--- src/rtl/seq_det_pkg.sv ---
`default_nettype none
// +----------------------------------------------------------------------+
// | seq_det_pkg: shared state encoding and width helper for the          |
// | parametrised serial pattern detector.                    Rev 1.0     |
// +----------------------------------------------------------------------+
package seq_det_pkg;

    typedef enum logic [1:0] {
        IDLE = 2'd0,
        HUNT = 2'd1,
        HIT  = 2'd2
    } state_t;

    // Width needed to hold a length in 0..max_len inclusive.
    function automatic int len_w(input int max_len);
        return $clog2(max_len + 1);
    endfunction

endpackage
`default_nettype wire

--- src/rtl/seq_match_counter.sv ---
`default_nettype none
// +----------------------------------------------------------------------+
// | seq_match_counter: saturating match counter with sticky saturation   |
// | flag; clear wins over increment but still counts a coincident hit.   |
// | Rev 1.0                                                              |
// +----------------------------------------------------------------------+
module seq_match_counter #(
    parameter int CNT_W = 8
) (
    input  logic             clk,
    input  logic             rst_n,
    input  logic             i_clr,
    input  logic             i_inc,
    output logic [CNT_W-1:0] o_cnt,
    output logic             o_sat
);

    localparam logic [CNT_W-1:0] c_CNT_MAX = {CNT_W{1'b1}};

    logic [CNT_W-1:0] r_cnt;
    logic             r_sat;
    logic [CNT_W-1:0] w_cnt_n;

    always_comb begin
        w_cnt_n = r_cnt;
        if (i_clr) begin
            w_cnt_n = i_inc ? CNT_W'(1) : '0;
        end else if (i_inc && (r_cnt != c_CNT_MAX)) begin
            w_cnt_n = r_cnt + CNT_W'(1);
        end
    end

    // A clear-with-hit lands on 1, which can never be all-ones for CNT_W >= 2.
    always_ff @(posedge clk or negedge rst_n) begin
        if (!rst_n) begin
            r_cnt <= '0;
            r_sat <= 1'b0;
        end else begin
            r_cnt <= w_cnt_n;
            r_sat <= (i_clr ? 1'b0 : r_sat) | (w_cnt_n == c_CNT_MAX);
        end
    end

    assign o_cnt = r_cnt;
    assign o_sat = r_sat;

endmodule
`default_nettype wire

--- src/rtl/seq_detector_param.sv ---
`default_nettype none
// +----------------------------------------------------------------------+
// | seq_detector_param: Moore serial pattern detector with runtime       |
// | pattern/length/overlap config and a saturating match count. Rev 1.0  |
// +----------------------------------------------------------------------+
module seq_detector_param
    import seq_det_pkg::*;
#(
    parameter  int                 MAX_LEN     = 8,
    parameter  int                 CNT_W       = 8,
    parameter  logic [MAX_LEN-1:0] DEF_PATTERN = MAX_LEN'(3'b101),
    parameter  int                 DEF_LEN     = 3,
    parameter  bit                 DEF_OVERLAP = 1'b1,
    localparam int                 LEN_W       = len_w(MAX_LEN)
) (
    input  logic               clk,
    input  logic               rst_n,
    input  logic               en,
    input  logic               x,
    input  logic               cfg_load,
    input  logic [MAX_LEN-1:0] cfg_pattern,
    input  logic [LEN_W-1:0]   cfg_len,
    input  logic               cfg_overlap,
    input  logic               clr_cnt,
    output logic               y,
    output logic [CNT_W-1:0]   match_cnt,
    output logic               cnt_sat
);

    localparam logic [LEN_W-1:0] c_MAX_FILL  = LEN_W'(MAX_LEN);
    localparam logic [LEN_W-1:0] c_DEF_LEN   = LEN_W'(DEF_LEN);
    localparam state_t           c_RST_STATE =
        ((DEF_LEN >= 1) && (DEF_LEN <= MAX_LEN)) ? HUNT : IDLE;

    logic [MAX_LEN-1:0] r_pattern;
    logic [LEN_W-1:0]   r_len;
    logic               r_overlap;
    // The oldest history bit is never compared after the next shift, so it is not stored.
    logic [MAX_LEN-2:0] r_hist;
    logic [LEN_W-1:0]   r_fill;
    state_t             r_state;

    state_t             w_state_n;
    logic [MAX_LEN-1:0] w_hist_n;
    logic [LEN_W-1:0]   w_fill_inc;
    logic [MAX_LEN-1:0] w_mask;
    logic               w_cfg_valid;
    logic               w_accept;
    logic               w_match;
    logic               w_hit;

    assign w_hist_n    = {r_hist, x};
    assign w_fill_inc  = (r_fill == c_MAX_FILL) ? r_fill : (r_fill + LEN_W'(1));
    assign w_cfg_valid = (cfg_len != '0) && (cfg_len <= c_MAX_FILL);
    assign w_accept    = en && !cfg_load && (r_state != IDLE);

    always_comb begin
        w_mask = '0;
        for (int i = 0; i < MAX_LEN; i++) begin
            w_mask[i] = (i < int'(r_len));
        end
    end

    assign w_match = (((w_hist_n ^ r_pattern) & w_mask) == '0);
    assign w_hit   = w_accept && (w_fill_inc >= r_len) && w_match;

    always_ff @(posedge clk or negedge rst_n) begin
        if (!rst_n) begin
            r_pattern <= DEF_PATTERN;
            r_len     <= c_DEF_LEN;
            r_overlap <= DEF_OVERLAP;
            r_hist    <= '0;
            r_fill    <= '0;
        end else if (cfg_load) begin
            r_pattern <= cfg_pattern;
            r_len     <= cfg_len;
            r_overlap <= cfg_overlap;
            r_hist    <= '0;
            r_fill    <= '0;
        end else if (w_accept) begin
            r_hist <= w_hist_n[MAX_LEN-2:0];
            // Non-overlap restarts the window so the next match needs len fresh bits.
            r_fill <= (w_hit && !r_overlap) ? '0 : w_fill_inc;
        end
    end

    always_ff @(posedge clk or negedge rst_n) begin
        if (!rst_n) begin
            r_state <= c_RST_STATE;
        end else begin
            r_state <= w_state_n;
        end
    end

    always_comb begin
        w_state_n = r_state;
        if (cfg_load) begin
            w_state_n = w_cfg_valid ? HUNT : IDLE;
        end else if (w_accept) begin
            w_state_n = w_hit ? HIT : HUNT;
        end
    end

    assign y = (r_state == HIT);

    seq_match_counter #(
        .CNT_W (CNT_W)
    ) u_counter (
        .clk   (clk),
        .rst_n (rst_n),
        .i_clr (clr_cnt),
        .i_inc (w_hit),
        .o_cnt (match_cnt),
        .o_sat (cnt_sat)
    );

endmodule
`default_nettype wire
--- config.mk ---
export PLATFORM = sky130hd
export DESIGN_NAME = seq_detector_param
export DESIGN_NICKNAME = d
export VERILOG_FILES = /design/src/rtl/seq_det_pkg.sv /design/src/rtl/seq_match_counter.sv /design/src/rtl/seq_detector_param.sv
export SDC_FILE = /design/constraint.sdc
export NUM_CORES = 1
export LEC_CHECK = 0
export BUFFER_PORTS_ARGS = -buffer_cell sky130_fd_sc_hd__clkbuf_2
export CORE_ASPECT_RATIO = 1.5
export CORE_UTILIZATION = 55
export DETAILED_ROUTE_END_ITERATION = 8
export PLACE_DENSITY = 0.78
export SKIP_CTS_REPAIR_TIMING = 1
export SYNTH_ARGS = -nofsm -noshare
export SYNTH_HDL_FRONTEND = slang
export SYNTH_HIERARCHICAL = 1
export SYNTH_SLANG_ARGS = --single-unit
--- constraint.sdc ---
create_clock -name clk -period 7.1 [get_ports clk]
set_clock_uncertainty 0.1 [all_clocks]
set_input_delay 1.42 -clock clk [delete_from_list [all_inputs] [get_ports clk]]
set_output_delay 1.42 -clock clk [all_outputs]
set_load 0.005 [all_outputs]
==> summary.md, run 1 <==
| Metric | Value |
|---|---|
| Status | finished clean |
| Slew HR | 0.435 |
| TritonCTS clock tree | built |
| F_max | 0.254 GHz |
| Startpoint Class | primary input |
| DRC errors left | 0 |
| Cell Rows | 25 |
| Synth cell types | 53 |
| Num CTS Buffers | 5 |
| Synth Register Bits | 35 |
| Mean Syn Cell Area | 11.1 µm² |
| Tightest Pin Transition | 847 ps |
| Layout net count | 226 |
| Critical Path Source | x |
| Pwr dens | 204 nW/µm² |
| Worst Reg-to-Reg Cells | 14 |
| Launch point of the worst reg-to-reg path | r_fill[0]$_DFFE_PN0P_ |
| Gr usage total | 0.243 |
| Final Cycle Share | 0.555 |
| Largest net degree at the start of global routing | 36 |
| Final ANT Viol Nets | 0 |
| Crit-path cells | clkbuf_2, xor2_1, maj3_2, o32a_1, nor4_4, and4_4, o211ai_1, or3_1, a21oi_1 |
| CP max stage cell | nor4_4 |
| Hold path depth | 2 |
| Most common cell after layout, fill and taps aside | dfrtp_1 |
| DR iter-0 viols | 39 |
| Final Wtd Congestion | 0.899 |
| Clk sinks | 35 |
| Post-route setup TNS | 0 ps |
| Post-synthesis sequential area ratio | 0.464 |
| DIE HEIGHT | 74.0 µm |
| Initial antenna violation count | 0 |
| IO Port Bufs | 28 |
| Number of synthesized flops with an enable pin | 0 |
| Max cap viols | 0 |
| Syn Inst Count | 171 |
| Routed WL | 3.86 mm |
| Vias per inst | 5.97 |
| Crit path time final | 3940 ps |
| Hold Crit Class | flip-flop to flip-flop |
| Area growth, synth to finish | 13.1% |
| H-tree depth | 2 |
| Cell Area, Synth | 1900 µm² |
| Syn Nets | 197 |
| Setup crit end kind | flip-flop |
| Via count | 1439 |
| Setup ws final | 3160 ps |
| Final setup violation count | 0 |
| Crit path kind | primary input to flip-flop |
| Hold Path Origin | r_state[0]$_DFFE_PN1P_ |
| Fin. max-slew vios | 0 |
| VDD IR max | 0.000156 V |
| I/O pins | 29 |
| Most frequent cells in the layout | dfrtp_1 (29), clkbuf_2 (28), mux2_2 (10) |
| Overflow after GRT | 0 |
| Hpwl dp | 2.82 mm |
| Worst-Skew Late Latency | 290 ps |
| Die ar. | 3700 µm² |
| Leak Pwr | 0.000981 µW |
| Share of layout cells above drive strength 1 | 0.299 |
| Global-route wire length before repair | 6.59 mm |
| Placed cell count | 233 |
| Vias in the first global route | 1507 |
| N_diodes | 0 |
| Post-place setup slack | 2840 ps |
| Flop-to-flop setup slack | 3610 ps |
| Fin. Hold Viols | 0 |
| CTS root buffer | clkbuf_8 |
| Initial core utilization | 0.590 |
| GRT busiest layer | met2 |
| Crit path DAT | 4050 ps |
| RSZ-0062 raised after global routing | false |
| Slowest stage delay, CP | 700 ps |
| M1 GR Usage | 0.242 |
| Clk buf depth | 2 |
| Worst Path Max Fanout | 14 |
| First-pass detailed-route iteration total | 4 |
| Worst Path Required | 7210 ps |
| Synth warn | 6 |
| Met2 Usage GRT | 0.461 |
| Layout Cells excl Fill | 241 |
| Grt met3 use | 0.0491 |
| Synth Flop Type | dfrtp_1 |
| Async set or reset register ratio after synthesis | 1.00 |
| Reg-to-Reg End | u_counter/o_cnt[7]$_DFF_PN0_ |
| CTS clk-pin slew, worst paths | 70 ps |
| Die X | 50.0 µm |
| Routed wire length per instance | 16.0 µm |
| WHS Endpoint | r_state[0]$_DFFE_PN1P_ |
| CORE AREA | 3220 µm² |
where the power goes:
part	internal, µW	total [µW]	switching, µW
clock	88.5	158	69.1
combinational	27.0	57.1	30.1
sequential	213	223	10.5
layout make-up:
class                           count  area [µm²]
Clock buffer                        8         100
Fill cell                         259        1070
Inverter                            6        22.5
Multi-Input combinational cell    124         955
Sequential cell                    35         883
Tap cell                           40        50.0
Timing Repair Buffer               28         140
per-stage QoR:
stage	cell area [µm²]	hold WS, ps	utilization	power, µW
after global placement	2050	369	0.637	280
final	2150	398	0.668	438
after CTS	2150	399	0.668	441
after global routing	2150	421	0.668	456
after floorplan	1900	351	-	265
after detailed placement	2050	390	0.637	284
worst max-delay path, delay by kind of cell:
family                     cells  cell delay, ps
buffers and inverters          1             100
and+or+nand+nor                3            1420
AOI/OAI and AO/OA              3             630
adders and majority gates      1             320
xor gates and xnor gates       1             160
cell usage after synthesis, types with 5 or more instances:
| cell | n | area, µm² |
|---|---|---|
| xnor2_1 | 5 | 43.8 |
| a21oi_1 | 7 | 35.0 |
| o21ai_0 | 6 | 30.0 |
| xor2_1 | 7 | 61.3 |
| inv_1 | 6 | 22.5 |
| ha_1 | 7 | 87.6 |
| nor2_1 | 8 | 30.0 |
| dfstp_2 | 6 | 158 |
| nand3_1 | 5 | 25.0 |
| dfrtp_1 | 29 | 726 |
| a22o_1 | 7 | 61.3 |
| nand2_1 | 8 | 30.0 |
| mux2_2 | 10 | 113 |
flip-flops by register name, summed over array words and instances, names as in the netlist:
name / cells
r_fill: 4
r_hist: 7
r_len: 4
r_overlap: 1
r_pattern: 8
r_state: 2
u_counter/o_cnt: 8
u_counter/o_sat: 1
worst max path at each step:
stage | to | slack [ps] | cells after the start
after detailed placement | u_counter/o_cnt[7]$_DFF_PN0_ | 2840 | 9
final | u_counter/o_cnt[7]$_DFF_PN0_ | 3160 | 9
after global routing | u_counter/o_cnt[7]$_DFF_PN0_ | 2960 | 9
after floorplan | u_counter/o_cnt[7]$_DFF_PN0_ | 3300 | 8
after global placement | u_counter/o_cnt[7]$_DFF_PN0_ | 2990 | 9
after CTS | u_counter/o_cnt[7]$_DFF_PN0_ | 3140 | 9
logic make-up after synthesis:
| logic type | share of synthesized area |
|---|---|
| AO/OA/AOI/OAI | 0.180 |
| XOR/XNOR | 0.0553 |
| adder cells (fa/ha/maj) | 0.0520 |
| buffers and inverters | 0.0335 |
| flip-flops | 0.464 |
| multiplexers | 0.0697 |
| AND/OR/NAND/NOR | 0.145 |
per-layer routing:
layer,vias up,routed length (µm),part of all wire
met2,38,2100,0.54
li1,689,-,-
met1,699,1510,0.39
met3,13,138,0.036
met5,-,0,0
met4,0,112,0.029
No activity file was read; power rests on OpenSTA's default activity.
==> inputs of run 2 (changes only) <==
clock period = 4 ns   (was 7.1 ns; I/O delays follow)
==> run 2 against run 1 <==
Against the previous run: count of clock-buffer cells in the layout unchanged; register-to-register slack got worse by 2800 ps; critical path depth increased by 6; clock power increased by 54%; core utilization decreased by 0.39 points; final cell count increased by 0.41%; via count increased by 3.4%; wire length increased by 8.0%; worst setup slack got worse by 2400 ps; flip-flop and latch count unchanged; worst hold slack improved by 19 ps; global-route usage increased by 0.95 points.
==> summary.md, run 2 (synthesized netlist as in run 1, its figures left out) <==
| Metric | Value |
|---|---|
| Fin. Hold Viols | 0 (unchanged) |
| Post-route setup TNS | 0 ps (unchanged) |
| Gr usage total | 0.252 (+0.00953) |
| Fin area | 2140 µm² (-0.58%) |
| Global-route wire length before repair | 6.87 mm (+4.2%) |
| Slew HR | 0.407 (-0.0282) |
| Die ar. | 3700 µm² (unchanged) |
| Critical Path Source | r_fill[0]$_DFFE_PN0P_ |
| Vias per inst | 6.15 (+3.0%) |
| TritonCTS clock tree | built |
| Launch point of the worst reg-to-reg path | r_fill[0]$_DFFE_PN0P_ |
| Startpoint Class | flip-flop |
| Most frequent CP cell | ha_1 |
| Max cap viols | 0 (unchanged) |
| DR iter-0 viols | 54 (+38%) |
| DIE HEIGHT | 74.0 µm (unchanged) |
| Area after DPL | 2060 µm² (+0.37%) |
| DRC errors left | 0 (unchanged) |
| Clk buf depth | 2 (unchanged) |
| Tightest Pin Transition | 886 ps (+39.0 ps) |
| Reg-to-Reg End | u_counter/o_sat$_DFF_PN0_ |
| Fin. max-slew vios | 0 (unchanged) |
| Crit path DAT | 3330 ps (-720 ps) |
| Largest net degree at the start of global routing | 36 (unchanged) |
| Initial core utilization | 0.590 (unchanged) |
| Final design utilization | 0.664 (-0.00388) |
| N_diodes | 0 (unchanged) |
| Flop-to-flop setup slack | 760 ps (-2850 ps) |
| CP max stage cell | dfrtp_1 |
| Initial antenna violation count | 0 (unchanged) |
| Num CTS Buffers | 5 (unchanged) |
| Hold Path Origin | r_state[1]$_DFFE_PN0P_ |
| IO Port Bufs | 28 (unchanged) |
| CORE AREA | 3220 µm² (unchanged) |
| Cell Rows | 25 (unchanged) |
| I/O pins | 29 (unchanged) |
| First-pass detailed-route iteration total | 4 (unchanged) |
| Status | finished clean |
| Worst-Skew Late Latency | 290 ps (about the same) |
| Die X | 50.0 µm (unchanged) |
| Slowest stage delay, CP | 410 ps (-290 ps) |
| Final setup violation count | 0 (unchanged) |
| Worst Reg-to-Reg Cells | 15 (+1) |
| Hold path depth | 1 (-1) |
| Final Wtd Congestion | 0.849 (-5.5%) |
| Crit path time final | 3240 ps |
| Setup crit end kind | flip-flop |
| Routed wire length per instance | 17.2 µm (+7.5%) |
| Leak Pwr | 0.000975 µW (-0.67%) |
| Vias in the first global route | 1507 (unchanged) |
| Worst Path Max Fanout | 12 (-2) |
| Worst Path Required | 4090 ps (-3120 ps) |
| RSZ-0062 raised after global routing | false |
| Routed WL | 4.17 mm (+8.0%) |
| Clk sinks | 35 (unchanged) |
| Share of layout cells above drive strength 1 | 0.292 (-0.00643) |
| CTS root buffer | clkbuf_8 |
| WHS Endpoint | r_state[1]$_DFFE_PN0P_ |
| Crit path kind | flip-flop to flip-flop |
| Crit-path cells | inv_1, ha_1, nand2_1, nor2_1, xnor2_1, ha_1, nand2b_1, a2111oi_0, nand3b_1, nor4_4, buf_4, and3_1, o211ai_1, nand3_1, o31ai_1 |
| Worst Path Buf+Inv | 2 (+1) |
| Worst path top cell family by delay | simple AND/OR/NAND/NOR gates |
| Most common cell after layout, fill and taps aside | dfrtp_1 |
| CTS clk-pin slew, worst paths | 70 ps (about the same) |
| Pwr dens | 347 nW/µm² (+71%) |
| Overflow after GRT | 0 (unchanged) |
| H-tree depth | 2 (unchanged) |
| Via count | 1488 (+3.4%) |
| Hpwl dp | 2.96 mm (+4.9%) |
| F_max | 0.309 GHz |
| Hold Crit Class | flip-flop to flip-flop |
| Final Cycle Share | 0.809 |
| Area growth, synth to finish | 12.4% |
| VDD IR max | 0.000288 V (+84%) |
| Most frequent cells in the layout | dfrtp_1 (29), clkbuf_2 (28), mux2_2 (10) |
| Final ANT Viol Nets | 0 (unchanged) |
| Layout net count | 227 (+0.44%) |
## run 2: cell count changes in the layout (fill, tap and decap cells not counted)
cell      previous run  this run
buf_4                0         1
clkbuf_8             7         5
clkbuf_1             1         3
## run 2: report_power, final
part	total [µW]	switching [µW]	internal (µW)
logic	104	55.9	48.1
clock network	243	119	124
registers	395	17.9	377
total	742	193	549
## run 2: through the flow
stage               std cells  setup WS, ps  hold slack, ps  total power (µW)
floorplan                 171           820             351               471
global placement          234           931             370               498
detailed placement        234           761             394               506
CTS                       242           750             411               746
global route              242           435             441               774
finish                    242           764             417               742
## run 2: how the worst max path moves through the flow
stage | end | cells past startpoint | slack (ps)
floorplan | u_counter/o_cnt[7]$_DFF_PN0_ | 8 | 820
global placement | u_counter/o_sat$_DFF_PN0_ | 15 | 930
detailed placement | u_counter/o_sat$_DFF_PN0_ | 15 | 760
CTS | u_counter/o_sat$_DFF_PN0_ | 15 | 750
global route | u_counter/o_sat$_DFF_PN0_ | 15 | 440
finish | u_counter/o_sat$_DFF_PN0_ | 15 | 760
## run 2: final cells by class
type	count	area, µm²
multi-input cells	124	955
inverters	6	22.5
repair buffers	29	148
fillers	253	1080
flip-flops and latches	35	883
well taps	40	50.0
clock buffers	8	80.1
## run 2: routing by layer
metal  vias up  wire length [µm]  track usage
met3         6               153       0.0491
li1        689                 -            -
met1       754              1610        0.266
met4         0                63       0.0952
met2        39              2340        0.484
met5         -                 0            0
## run 2: worst register-to-register path, delay by kind of cell (launching register included)
| family | cells | cell delay (ps) |
|---|---|---|
| compound gates | 3 | 730 |
| xor+xnor | 1 | 320 |
| fa+ha+maj | 2 | 500 |
| buf+inv | 2 | 290 |
| flops | 1 | 410 |
| simple gates | 7 | 800 |
